## src/rtl/pipe_pkg.sv

```systemverilog
// Shared types and constants for the dual-issue pipeline hazard controller.
package pipe_pkg;

  typedef enum logic [1:0] {
    RES_ALU = 2'd0,
    RES_MEM = 2'd1,
    RES_MUL = 2'd2,
    RES_DIV = 2'd3
  } res_sel_t;

  typedef enum logic [1:0] {
    RUN      = 2'd0,
    DIV_WAIT = 2'd1,
    DC_WAIT  = 2'd2
  } hz_state_t;

  localparam logic [4:0] REG_ZERO = 5'd0;

  // Only ALU results are forwardable from MEM; everything else is late.
  function automatic logic is_late_result(input logic [1:0] sel);
    return res_sel_t'(sel) != RES_ALU;
  endfunction

endpackage

```

## src/rtl/hazard_match.sv

```systemverilog
// Compares one ID source register against the four EX/MEM producers and
// flags a hit when the producer's result cannot be forwarded in time.
module hazard_match
  import pipe_pkg::*;
(
  input  logic            re_i,
  input  logic [4:0]      raddr_i,
  input  logic [3:0][4:0] prod_waddr_i,
  input  logic [3:0]      prod_we_i,
  input  logic [3:0][1:0] prod_sel_i,
  output logic            hit_o
);

  logic [3:0] match_s;

  // Per-producer match of a late (non-ALU) result on the same register.
  always_comb begin
    match_s = 4'b0000;
    for (int k = 0; k < 4; k++) begin
      match_s[k] = prod_we_i[k] && (prod_waddr_i[k] == raddr_i) &&
                   is_late_result(prod_sel_i[k]);
    end
  end

  assign hit_o = re_i && (raddr_i != REG_ZERO) && (|match_s);

endmodule

```

## src/rtl/pipe_hazard_ctrl.sv

```systemverilog
// Interlock/flush sequencer: load-use stalls, divider and D-cache freezes,
// and branch-redirect flushes deferred across a freeze.
module pipe_hazard_ctrl
  import pipe_pkg::*;
#(
  parameter int DIV_TIMEOUT = 64,
  parameter int CNT_W       = 32
) (
  input  logic             clk_i,
  input  logic             rst_i,
  input  logic [3:0][4:0]  id_raddr_i,
  input  logic [3:0]       id_re_i,
  input  logic [4:0]       ex_waddr_a_i,
  input  logic [4:0]       ex_waddr_b_i,
  input  logic             ex_we_a_i,
  input  logic             ex_we_b_i,
  input  res_sel_t         ex_res_sel_a_i,
  input  res_sel_t         ex_res_sel_b_i,
  input  logic [4:0]       mem_waddr_a_i,
  input  logic [4:0]       mem_waddr_b_i,
  input  logic             mem_we_a_i,
  input  logic             mem_we_b_i,
  input  res_sel_t         mem_res_sel_a_i,
  input  res_sel_t         mem_res_sel_b_i,
  input  logic             ex_div_start_i,
  input  logic             div_done_i,
  input  logic             mem_dcache_miss_i,
  input  logic             dcache_ready_i,
  input  logic             ex_br_redirect_i,
  output logic             stall_pc_o,
  output logic             stall_if_id_o,
  output logic             stall_id_ex_o,
  output logic             stall_ex_mem_o,
  output logic             stall_mem_wb_o,
  output logic             bubble_ex_o,
  output logic             bubble_mem_o,
  output logic             bubble_wb_o,
  output logic             flush_if_id_o,
  output logic             flush_id_ex_o,
  output logic [CNT_W-1:0] stall_cnt_o,
  output logic             err_div_timeout_o
);

  localparam int DC_W = $clog2(DIV_TIMEOUT);

  hz_state_t        state_q, state_d;
  logic             pend_flush_q, pend_flush_d;
  logic             div_pend_q, div_pend_d;
  logic [DC_W-1:0]  div_cnt_q, div_cnt_d;
  logic [CNT_W-1:0] stall_cnt_q, stall_cnt_d;
  logic             err_q, err_d;

  logic [3:0][4:0]  prod_waddr_s;
  logic [3:0]       prod_we_s;
  logic [3:0][1:0]  prod_sel_s;
  logic [3:0]       hit_s;
  logic             load_use_s;
  logic [4:0]       stall_s;
  logic [2:0]       bubble_s;
  logic             flush_s;

  assign prod_waddr_s = {mem_waddr_b_i, mem_waddr_a_i, ex_waddr_b_i, ex_waddr_a_i};
  assign prod_we_s    = {mem_we_b_i, mem_we_a_i, ex_we_b_i, ex_we_a_i};
  assign prod_sel_s   = {mem_res_sel_b_i, mem_res_sel_a_i, ex_res_sel_b_i, ex_res_sel_a_i};

  for (genvar g = 0; g < 4; g++) begin : g_match
    hazard_match u_match (
      .re_i         (id_re_i[g]),
      .raddr_i      (id_raddr_i[g]),
      .prod_waddr_i (prod_waddr_s),
      .prod_we_i    (prod_we_s),
      .prod_sel_i   (prod_sel_s),
      .hit_o        (hit_s[g])
    );
  end

  assign load_use_s = |hit_s;

  // Next-state and stage-control decode; stall_s is {pc,if_id,id_ex,ex_mem,mem_wb}.
  always_comb begin
    state_d      = state_q;
    pend_flush_d = pend_flush_q;
    div_pend_d   = div_pend_q;
    err_d        = err_q;
    stall_s      = 5'b00000;
    bubble_s     = 3'b000;
    flush_s      = 1'b0;
    case (state_q)
      RUN: begin
        if (mem_dcache_miss_i) begin
          stall_s      = 5'b11111;
          bubble_s     = 3'b001;
          state_d      = DC_WAIT;
          div_pend_d   = ex_div_start_i;
          pend_flush_d = pend_flush_q | ex_br_redirect_i;
        end else if (ex_div_start_i) begin
          state_d      = DIV_WAIT;
          pend_flush_d = pend_flush_q | ex_br_redirect_i;
          if (load_use_s) begin
            stall_s  = 5'b11100;
            bubble_s = 3'b100;
          end else begin
            stall_s  = 5'b00000;
          end
        end else if (ex_br_redirect_i || pend_flush_q) begin
          flush_s      = 1'b1;
          pend_flush_d = 1'b0;
        end else if (load_use_s) begin
          stall_s  = 5'b11100;
          bubble_s = 3'b100;
        end else begin
          stall_s  = 5'b00000;
        end
      end
      DIV_WAIT: begin
        pend_flush_d = pend_flush_q | ex_br_redirect_i;
        if (div_done_i) begin
          state_d = RUN;
        end else begin
          stall_s  = 5'b11110;
          bubble_s = 3'b010;
          if (div_cnt_q == DC_W'(DIV_TIMEOUT - 1)) begin
            err_d   = 1'b1;
            state_d = RUN;
          end else begin
            state_d = DIV_WAIT;
          end
        end
      end
      DC_WAIT: begin
        stall_s      = 5'b11111;
        bubble_s     = 3'b001;
        pend_flush_d = pend_flush_q | ex_br_redirect_i;
        if (dcache_ready_i) begin
          state_d    = (div_pend_q && !div_done_i) ? DIV_WAIT : RUN;
          div_pend_d = 1'b0;
        end else if (div_done_i) begin
          div_pend_d = 1'b0;
        end else begin
          state_d    = DC_WAIT;
        end
      end
      default: begin
        state_d = RUN;
      end
    endcase
    // Counter is zero outside DIV_WAIT, so entering the state starts at 0.
    div_cnt_d = ((state_q == DIV_WAIT) && (state_d == DIV_WAIT)) ?
                div_cnt_q + DC_W'(1) : {DC_W{1'b0}};
    stall_cnt_d = (stall_s[4] && (stall_cnt_q != {CNT_W{1'b1}})) ?
                  stall_cnt_q + CNT_W'(1) : stall_cnt_q;
  end

  // State and bookkeeping registers.
  always_ff @(posedge clk_i) begin
    if (rst_i) begin
      state_q      <= RUN;
      pend_flush_q <= 1'b0;
      div_pend_q   <= 1'b0;
      div_cnt_q    <= {DC_W{1'b0}};
      stall_cnt_q  <= {CNT_W{1'b0}};
      err_q        <= 1'b0;
    end else begin
      state_q      <= state_d;
      pend_flush_q <= pend_flush_d;
      div_pend_q   <= div_pend_d;
      div_cnt_q    <= div_cnt_d;
      stall_cnt_q  <= stall_cnt_d;
      err_q        <= err_d;
    end
  end

  assign stall_pc_o        = stall_s[4] & ~rst_i;
  assign stall_if_id_o     = stall_s[3] & ~rst_i;
  assign stall_id_ex_o     = stall_s[2] & ~rst_i;
  assign stall_ex_mem_o    = stall_s[1] & ~rst_i;
  assign stall_mem_wb_o    = stall_s[0] & ~rst_i;
  assign bubble_ex_o       = bubble_s[2] & ~rst_i;
  assign bubble_mem_o      = bubble_s[1] & ~rst_i;
  assign bubble_wb_o       = bubble_s[0] & ~rst_i;
  assign flush_if_id_o     = flush_s & ~rst_i;
  assign flush_id_ex_o     = flush_s & ~rst_i;
  assign stall_cnt_o       = stall_cnt_q;
  assign err_div_timeout_o = err_q;

endmodule

```

## config.mk

```make
export PLATFORM = sky130hd
export DESIGN_NAME = pipe_hazard_ctrl
export DESIGN_NICKNAME = d
export VERILOG_FILES = /design/src/rtl/pipe_pkg.sv /design/src/rtl/hazard_match.sv /design/src/rtl/pipe_hazard_ctrl.sv
export SDC_FILE = /design/constraint.sdc
export NUM_CORES = 1
export LEC_CHECK = 0
export CAP_MARGIN = 20
export CORE_MARGIN = 2
export CORE_UTILIZATION = 48
export CTS_CLUSTER_SIZE = 14
export DETAILED_ROUTE_END_ITERATION = 6
export PLACE_DENSITY = 0.9
export SLEW_MARGIN = 10
export SYNTH_ARGS = -nofsm -noshare
export SYNTH_HDL_FRONTEND = slang
export SYNTH_SLANG_ARGS = --single-unit
```

## constraint.sdc

```tcl
create_clock -name clk_i -period 3 [get_ports clk_i]
set_input_delay 0.3 -clock clk_i [delete_from_list [all_inputs] [get_ports clk_i]]
set_output_delay 0.3 -clock clk_i [all_outputs]
set_load 0.005 [all_outputs]
```

; ---- Yosys cells after proc, flatten, opt, wreduce, memory -nomap -nowiden
; Index checks and enable logic that the tools add are counted.
[op_classes]
addsub = 2
eq_ne = 24
n_mux = 32
n_bitwise = 13
reduce_logical = 66
[op_table]
columns = operator, n
row1 = == test 5 bit, 16
row2 = logical AND 1 bit, 43
row3 = "adder 32 x 1 -> 32 bit, second input constant", 1
row4 = "!= test 32 bit, second input constant", 1
row5 = two-way mux 5 bit, 5
row6 = nonzero test 5 bit, 4
row7 = OR reduction 4 bit, 5
row8 = one-hot mux 5 bit (3 select lines), 1
row9 = two-way mux 1 bit, 13
row10 = two-way mux 3 bit, 4
row11 = nonzero test 2 bit, 6
row12 = two-way mux 2 bit, 5
row13 = AND 1 bit, 9
row14 = one-hot mux 3 bit (3 select lines), 1
row15 = "adder 6 x 1 -> 6 bit, second input constant", 1
row16 = "== test 6 bit, second input constant", 1
row17 = one-hot mux 2 bit (3 select lines), 1
row18 = AND reduction 3 bit, 2
row19 = "== test 2 x 1 -> 1 bit, second input constant", 2
row20 = "!= test 4 bit, second input constant", 1
row21 = one-hot mux 1 bit (2 select lines), 2
row22 = OR reduction 2 bit, 2
row23 = "!= test 3 bit, second input constant", 1
row24 = NOT 1 bit, 3
row25 = other kinds (7), 7
[word_totals]
reg_bits = 43
inputBits = 63
output_inout_bits = 43
word_cells = 143

; ---- Logic depth before layout (Yosys ltp)
; Gate-level depths: netlist of run 1.
[depth]
depth_word = 12
ltp_mapped = 12
ltp_nobuf = 9

; ---- Cells and area by module
; Synthesis of run 1 repeated with hierarchy kept, for this count alone.
[hier_totals]
cells_unflattened = 445
area_unflattened_um2 = 3751.1
[modules_own_cells]
columns = module, n_inst, cells_each, area_per_inst_um2, seq_area_each_um2
row1 = pipe_hazard_ctrl, 1, 297, 2539.9, 860.8
row2 = hazard_match, 4, 37, 302.8, 0.0

; ---- Worst setup path after synthesis of run 1
; No wires, ideal clock.
[synth_path]
kind = register -> register
start = reg stall_cnt_q[11], in the netlist stall_cnt_o[11]
end = reg stall_cnt_q[26], in the netlist stall_cnt_o[26]
setup_time_ns = 0.123
arrival_time_ns = 2.219
t_required_ns = 2.877
setup_slack_ns = 0.658
stages_incl_launch_ff = 12
n_path_buf = 2
period_less_slack_ns = 2.342
cell_sequence = dfxtp_1 and3_4 and3_4 and3_4 buf_6 nand3_1 nor2_1 a31o_4 a21o_4 buf_4 nor4_1 mux2_1
[synth_between]
elab_chain_len = 2
elab_cells_between_ends = 3
classes_between = 1 x add/sub / 1 x eq/ne / 1 x reduce/logical
[synth_rtl]
columns = element, line_no
row1 = start: declaration, pipe_hazard_ctrl.sv:50  ; logic [CNT_W-1:0] stall_cnt_q, stall_cnt_d;
row2 = start signal: assignment, pipe_hazard_ctrl.sv:161  ; stall_cnt_q <= {CNT_W{1'b0}};
row3 = start signal: assignment, pipe_hazard_ctrl.sv:168  ; stall_cnt_q <= stall_cnt_d;
row4 = "parallel branches: the longest is 2 deep, another holds adder 32 x 1 -> 32 bit", --
; Parallel ways; which one is timed is not known.
; A chain may end at the register's enable or synchronous reset.

; ---- Worst setup path in the final report of run 1
[layout_path]
start = in mem_waddr_b_i[3]
end = out stall_id_ex_o
[layout_between]
elab_chain_len = 12
elab_cells_between_ends = 27
classes_between = 4 x eq/ne / 5 x mux / 1 x bitwise / 17 x reduce/logical
[layout_rtl]
columns = element, line_no
row1 = start: declaration, pipe_hazard_ctrl.sv:20  ; input logic [4:0] mem_waddr_b_i,
row2 = == test 5 bit, hazard_match.sv:20  ; match_s[k] = prod_we_i[k] && (prod_waddr_i[k] == raddr_i) &&
row3 = logical AND 1 bit (2 in a row), hazard_match.sv:20
row4 = OR reduction 4 bit, hazard_match.sv:25  ; assign hit_o = re_i && (raddr_i != REG_ZERO) && (|match_s);
row5 = logical AND 1 bit, hazard_match.sv:25
row6 = OR reduction 4 bit (*), pipe_hazard_ctrl.sv:77  ; assign load_use_s = |hit_s;
row7 = two-way mux 5 bit (*), "pipe_hazard_ctrl.sv:99, pipe_hazard_ctrl.sv:108"
row8 = two-way mux 5 bit, pipe_hazard_ctrl.sv:105  ; end else if (ex_br_redirect_i || pend_flush_q) begin
row9 = two-way mux 5 bit (*), pipe_hazard_ctrl.sv:96  ; end else if (ex_div_start_i) begin
row10 = two-way mux 5 bit (*), pipe_hazard_ctrl.sv:90  ; if (mem_dcache_miss_i) begin
row11 = one-hot mux 5 bit (3 select lines) (*), pipe_hazard_ctrl.sv:88  ; case (state_q)
row12 = AND 1 bit (*), pipe_hazard_ctrl.sv:175  ; assign stall_id_ex_o = stall_s[2] & ~rst_i;
row13 = end: declaration, pipe_hazard_ctrl.sv:32  ; output logic stall_id_ex_o,
; Every way passes the cells marked *; elsewhere a longest branch is shown, timed or not.

==> results of run 1 <==
final cells by class:
type,count,area [µm²],share of cell area [%]
Multi-Input combinational cell,337,2326,50.41
Timing Repair Buffer,112,1145,24.81
Sequential cell,43,860.8,18.66
Tap cell,96,120.1,2.603
Clock buffer,6,72.57,1.573
Clock inverter,2,60.06,1.302
Inverter,8,30.03,0.6508
cell families after synthesis:
kind of cell,after synthesis,synth area share [%]
compound gates,81,15.97
fa+ha+maj,6,2.193
mux,2,0.6578
flops,43,25.15
buf+inv,49,7.200
xor+xnor,87,22.26
simple gates,161,26.57
worst paths after layout:
check                                                  from                            to  depth (start not counted)
worst max-delay path                       mem_waddr_b_i[3]                 stall_id_ex_o                          9
worst min-delay path                div_cnt_q[0]$_SDFF_PP0_       div_cnt_q[0]$_SDFF_PP0_                          1
worst max register to register  stall_cnt_o[6]$_SDFFE_PP0P_  stall_cnt_o[22]$_SDFFE_PP0P_                         10
worst min register to register      div_cnt_q[0]$_SDFF_PP0_       div_cnt_q[0]$_SDFF_PP0_                          1
stage by stage:
stage                     power [mW]  setup TNS [ns]  area [µm²]  utilization, %  cells
after floorplan               0.8704               0        3423               -    429
after global placement         1.026         -0.3127        4431           64.85    596
after detailed placement       1.038          -2.416        4431           64.85    596
after CTS                      1.561               0        4559           66.74    604
after global routing           1.626               0        4614           67.55    604
final                          1.556               0        4614           67.55    604
state kept, by name, indices dropped and copies added, names as in the netlist:
signal and flops:
div_pend_q 1, stall_cnt_o 32, pend_flush_q 1, state_q 2, div_cnt_q 6, err_div_timeout_o 1
cells in the final DEF (no fill, tap or decap), types with 2 or more instances in the layout:
| cell | synthesis | layout |
|---|---|---|
| or3_1 | 12 | 12 |
| bufinv_16 | 0 | 2 |
| o21ai_1 | 2 | 2 |
| o21ba_2 | 3 | 3 |
| nand4_1 | 21 | 21 |
| clkbuf_8 | 0 | 5 |
| and2_1 | 4 | 4 |
| nor2_1 | 20 | 20 |
| dfxtp_1 | 43 | 43 |
| mux2_1 | 2 | 2 |
| dlymetal6s2s_1 | 0 | 22 |
| inv_1 | 8 | 8 |
| nand3_1 | 14 | 14 |
| or4_1 | 15 | 15 |
| a21oi_1 | 30 | 30 |
| o21a_1 | 4 | 4 |
| dlygate4sd2_1 | 0 | 11 |
| o22ai_2 | 2 | 2 |
| xnor2_1 | 54 | 54 |
| nor3b_1 | 2 | 2 |
| nor3_1 | 20 | 20 |
| o21ai_0 | 18 | 18 |
| buf_4 | 6 | 7 |
| nand2b_1 | 3 | 3 |
| o31ai_1 | 10 | 10 |
| nor4_1 | 8 | 8 |
| and3_4 | 3 | 3 |
| clkdlybuf4s50_1 | 0 | 72 |
| nand2_1 | 20 | 20 |
| a211oi_2 | 0 | 2 |
| and4_1 | 2 | 2 |
| xor2_1 | 33 | 33 |
| and3_1 | 11 | 11 |
| ha_1 | 6 | 6 |
| nor2b_1 | 4 | 4 |
cells in the mapped netlist (all sizes together) (2+ instances only):
| cell type | n | share of area, % |
|---|---|---|
| a2111oi | 2 | 1.1 |
| a211oi | 2 | 0.44 |
| a21oi | 30 | 4.4 |
| and2 | 5 | 0.99 |
| and3 | 14 | 3.0 |
| and4 | 2 | 0.51 |
| buf | 30 | 5.1 |
| clkbuf | 11 | 1.2 |
| dfxtp | 43 | 25 |
| ha | 6 | 2.2 |
| inv | 8 | 0.88 |
| mux2 | 2 | 0.66 |
| nand2 | 20 | 2.2 |
| nand2b | 3 | 0.55 |
| nand3 | 14 | 2.0 |
| nand4 | 21 | 3.8 |
| nor2 | 20 | 2.2 |
| nor2b | 4 | 0.73 |
| nor3 | 20 | 2.9 |
| nor3b | 2 | 0.44 |
| nor4 | 8 | 1.5 |
| o21a | 4 | 0.88 |
| o21ai | 20 | 2.9 |
| o21ba | 3 | 0.88 |
| o22ai | 2 | 0.73 |
| o31ai | 10 | 2.2 |
| or3 | 12 | 2.2 |
| or4 | 15 | 3.3 |
| xnor2 | 54 | 14 |
| xor2 | 33 | 8.4 |
power by group:
group	leakage, nW	internal [mW]	switching [mW]
registers	0.347	0.583	0.0150
logic	1.30	0.213	0.217
clock network	0.0654	0.333	0.196
total	1.71	1.13	0.428
layer usage:
layer,wire [µm],track usage [%],vias to the layer above
met2,4860,43.61,136
met5,0,0,-
met3,610,3.358,12
met1,4169,31.95,1654
met4,105,6.749,0
li1,-,-,1683
what timing repair did:
item	CTS	global route
resized for setup	13	22
pin swaps	0	1
endpoints found under the setup margin	3	4
==> metrics.yaml, run 1 <==
slowest_stage: "clkdlybuf4s50_1"
drt_wl_total_um: 9746
setup_ws_ns: 0.06785
fin_skew_ns: 0.004718
port_buffers: 105
p_leak_nw: 1.708
maxSlewViolCount: 0
grt_max_degree: 36
wl_per_cell_um: 16.14
worstPathMaxFanout: 4
synth_area_per_cell_um2: 7.980
gp_congestion: 0.8824
crit_chain: "clkdlybuf4s50_1 > xnor2_1 > nand4_1 > nor3_1 > nor4_1 > o22ai_2 > o211ai_2 > a211oi_2 > clkdlybuf4s50_1"
max_freq_ghz: 0.3410
yosys_register_bits: 43
grt_pass1_wl_um: 15550
antenna_found_initial: 0
synthToLayoutAreaGrowth_pct: 34.80
synth-edff-count: 0
synth-async-reset-ratio_pct: 0
cp-start-kind: "input port"
ctsHtreeMaxLevel: 2
postSynthCellCount: 429
fill_cells: 560
place_ws_ns: -0.1536
dp_hpwl_um: 7347
grt_use_total_pct: 24.83
root_buffer: "clkbuf_8"
post_cts_buffers: 0
row_count: 30
finalHoldViolations: 0
clockBufferDepth: 2
first_pass_iters: 5
cts_tree: "done"
crit_required_ns: 2.70
synth_area_um2: 3423
setup.worst_path.end_class: "output pin"
path_class: "input port to output pin"
rsz0062_at_grt: "false"
max_slew_margin_pct: 57.80
max_stage_delay_ns: 0.60
grt_pass1_vias: 3361
period_minus_slack_ns: 2.932
critical_path_arrival_ns: 2.63
pin_count: 106
path_buf_inv: 2
cp_common_cell: "clkdlybuf4s50_1"
maxCapViolations: 0
grt_overflow_total: 0
cts_sinks: 43
post-route-drc-count: 0
cts_buffers: 5
cts.clk_slew.worst_paths_ns: 0.08
dr_total_vias: 3485
synth_nets: 498
synth.distinct_cells: 46
status: "finished, final reports clean"
fin_nets: 576
whs_ns: 0.4427
ys.warnings.count: 0
setup_viol: 0
drive_gt1_share_pct: 5.709
reg2reg_slack_ns: 0.50
hp-class: "flop to flop"
cts-hold-fix-buffers: 0
drtIter0Drc: 251
avgViaCountPerCell: 5.770
vdd_drop_max_mv: 0.3332
die_y_um: 88.45
antenna_left: 0
start_util_pct: 50.11
period_share_pct: 97.74
fp.dieW_um: 88.45
antennaDiodeCount: 0
ys_seq_area_share_pct: 25.15
fp.dieArea_um2: 7823
worst_pin_slew_ns: 0.6319
powerDensity_nw_per_um2: 337.2
path_delay_family: "buffers and inverters"
synth-main-ff-cell: "dfxtp_1"
core_area_um2: 6832
insertion_delay_ns: 0.29
(Power assumes the default switching activity.)
==> inputs of run 2 (changes only) <==
--- a/config.mk
+++ b/config.mk
@@ -5,12 +5,12 @@
 export SDC_FILE = /design/constraint.sdc
 export NUM_CORES = 1
 export LEC_CHECK = 0
-export CAP_MARGIN = 20
+export CAP_MARGIN = 5
 export CORE_MARGIN = 2
 export CORE_UTILIZATION = 48
 export CTS_CLUSTER_SIZE = 14
 export DETAILED_ROUTE_END_ITERATION = 6
-export PLACE_DENSITY = 0.9
+export PLACE_DENSITY = 0.86
 export SLEW_MARGIN = 10
 export SYNTH_ARGS = -nofsm -noshare
 export SYNTH_HDL_FRONTEND = slang
==> metrics.yaml, run 2 (same netlist as run 1, synthesis figures left out) <==
cts_sinks: 43
setup_ws_ns: 0.1082
finalHoldViolations: 0
seq_power_share_pct: 39.7
whs_path_depth: 1
insertion_delay_ns: 0.30
ctsHtreeMaxLevel: 2
drtIter0Drc: 278
worstPathMaxFanout: 4
powerDensity_nw_per_um2: 319.3
crit-reg2reg-launch: "stall_cnt_o[4]$_SDFFE_PP0P_"
max_slew_margin_pct: 59.55
start_util_pct: 50.11
fin_area_um2: 4707
core_area_um2: 6832
grt_pass1_wl_um: 16170
vdd_drop_max_mv: 0.3247
port_buffers: 105
setup.worst_path.end_class: "output pin"
fin_nets: 582
final_cell_mix: "clkdlybuf4s50_1, xnor2_1, dfxtp_1, xor2_1, a21oi_1"
pin_count: 106
placed_cell_area_um2: 4476
maxSlewViolCount: 0
fp.dieW_um: 88.45
row_count: 30
whs_ns: 0.4575
hold_end: "div_cnt_q[0]$_SDFF_PP0_"
first_pass_iters: 5
die_y_um: 88.45
final_common_cell: "clkdlybuf4s50_1"
place_ws_ns: -0.1165
hp-class: "flop to flop"
dp_hpwl_um: 7585
gp_congestion: 0.9894
clkPwrFrac_pct: 30.4
avgViaCountPerCell: 5.856
power.total_mw: 1.503
min_from: "div_cnt_q[0]$_SDFF_PP0_"
p_leak_nw: 1.745
p_sw_uw: 452.3
antenna_found_initial: 0
grt_pass1_vias: 3424
critical_path_arrival_ns: 2.59
path_class: "input port to output pin"
maxCapViolations: 0
reg2reg_slack_ns: 0.45
cts_tree: "done"
post_cts_buffers: 0
rsz0062_at_grt: "false"
drt_wl_total_um: 10230
largest_reg_flops: 32
grt_use_total_pct: 25.68
cp-start-kind: "input port"
fin_skew_ns: 0.009007
power_frac_comb_pct: 29.9
max_freq_ghz: 0.3458
cts.clk_slew.worst_paths_ns: 0.09
setup_viol: 0
worst_pin_slew_ns: 0.6057
status: "finished, final reports clean"
switching_share_pct: 30.09
drive_gt1_share_pct: 10.31
grt_overflow_total: 0
period_share_pct: 96.39
cts_buffers: 5
clockBufferDepth: 2
synthToLayoutAreaGrowth_pct: 37.50
antenna_left: 0
root_buffer: "clkbuf_8"
crit_required_ns: 2.70
period_minus_slack_ns: 2.892
reg2regPathDepth: 9
antennaDiodeCount: 0
fin_tns_setup_ns: 0
grt_max_degree: 40
dr_total_vias: 3572
wl_per_cell_um: 16.78
post-route-drc-count: 0
timing.rr.end: "stall_cnt_o[27]$_SDFFE_PP0P_"
fp.dieArea_um2: 7823
internal_power_mw: 1.051
[run 2: worst max-delay path: stages]
cell and delay [ns]:
clkdlybuf4s50_1 0.45, o21a_2 0.18, nand4_1 0.10, nor3_1 0.27, nor4_2 0.10, o22ai_2 0.20
o211ai_2 0.11, a211oi_2 0.22, buf_4 0.15, clkdlybuf4s50_1 0.50
[run 2: cell type report]
| class | instances | area, µm² |
|---|---|---|
| multi-input cells | 337 | 2409 |
| flip-flops and latches | 43 | 860.8 |
| inverters | 8 | 30.03 |
| well taps | 96 | 120.1 |
| clock buffers | 5 | 68.82 |
| clock inverters | 3 | 43.79 |
| repair buffers | 118 | 1175 |
| fillers | 565 | 2125 |
[run 2: metal layers]
metal	wire [µm]	track usage (%)
met1	4240	33.30
met2	5163	45.25
met3	695	4.198
met4	133	5.096
met5	0	0
[run 2: worst max-delay path by stage]
stage | startpoint | endpoint | slack, ns | depth (start not counted)
global placement | id_raddr_i[7] | stall_if_id_o | -0.1 | 10
global route | mem_res_sel_a_i[1] | stall_id_ex_o | 0.01 | 10
finish | ex_res_sel_a_i[1] | stall_id_ex_o | 0.11 | 10
CTS | ex_waddr_a_i[1] | stall_id_ex_o | 0.005 | 10
floorplan | stall_cnt_o[11]$_SDFFE_PP0P_ | stall_cnt_o[26]$_SDFFE_PP0P_ | 0.66 | 11
detailed placement | id_raddr_i[13] | stall_id_ex_o | -0.12 | 10
[run 2: repair_timing]
| action | in CTS | in global routing |
|---|---|---|
| pin swaps | 0 | 3 |
| resized for setup | 21 | 37 |
| hold buffers | 0 | 0 |
| endpoints found under the setup margin | 3 | 4 |
[run 2: through the flow]
| stage | util [%] | std cells |
|---|---|---|
| final | 68.90 | 610 |
| after CTS | 66.96 | 610 |
| after global routing | 68.90 | 610 |
| after global placement | 65.51 | 602 |
| after detailed placement | 65.51 | 602 |
| after floorplan | - | 429 |
[run 2: power by group through the flow]
stage | combinational [mW] | clock, mW | sequential, mW
after floorplan | 0.262 | 0 | 0.608
after global placement | 0.430 | 0 | 0.609
after detailed placement | 0.441 | 0 | 0.610
after CTS | 0.437 | 0.459 | 0.597
after global routing | 0.488 | 0.492 | 0.600
final | 0.450 | 0.456 | 0.597
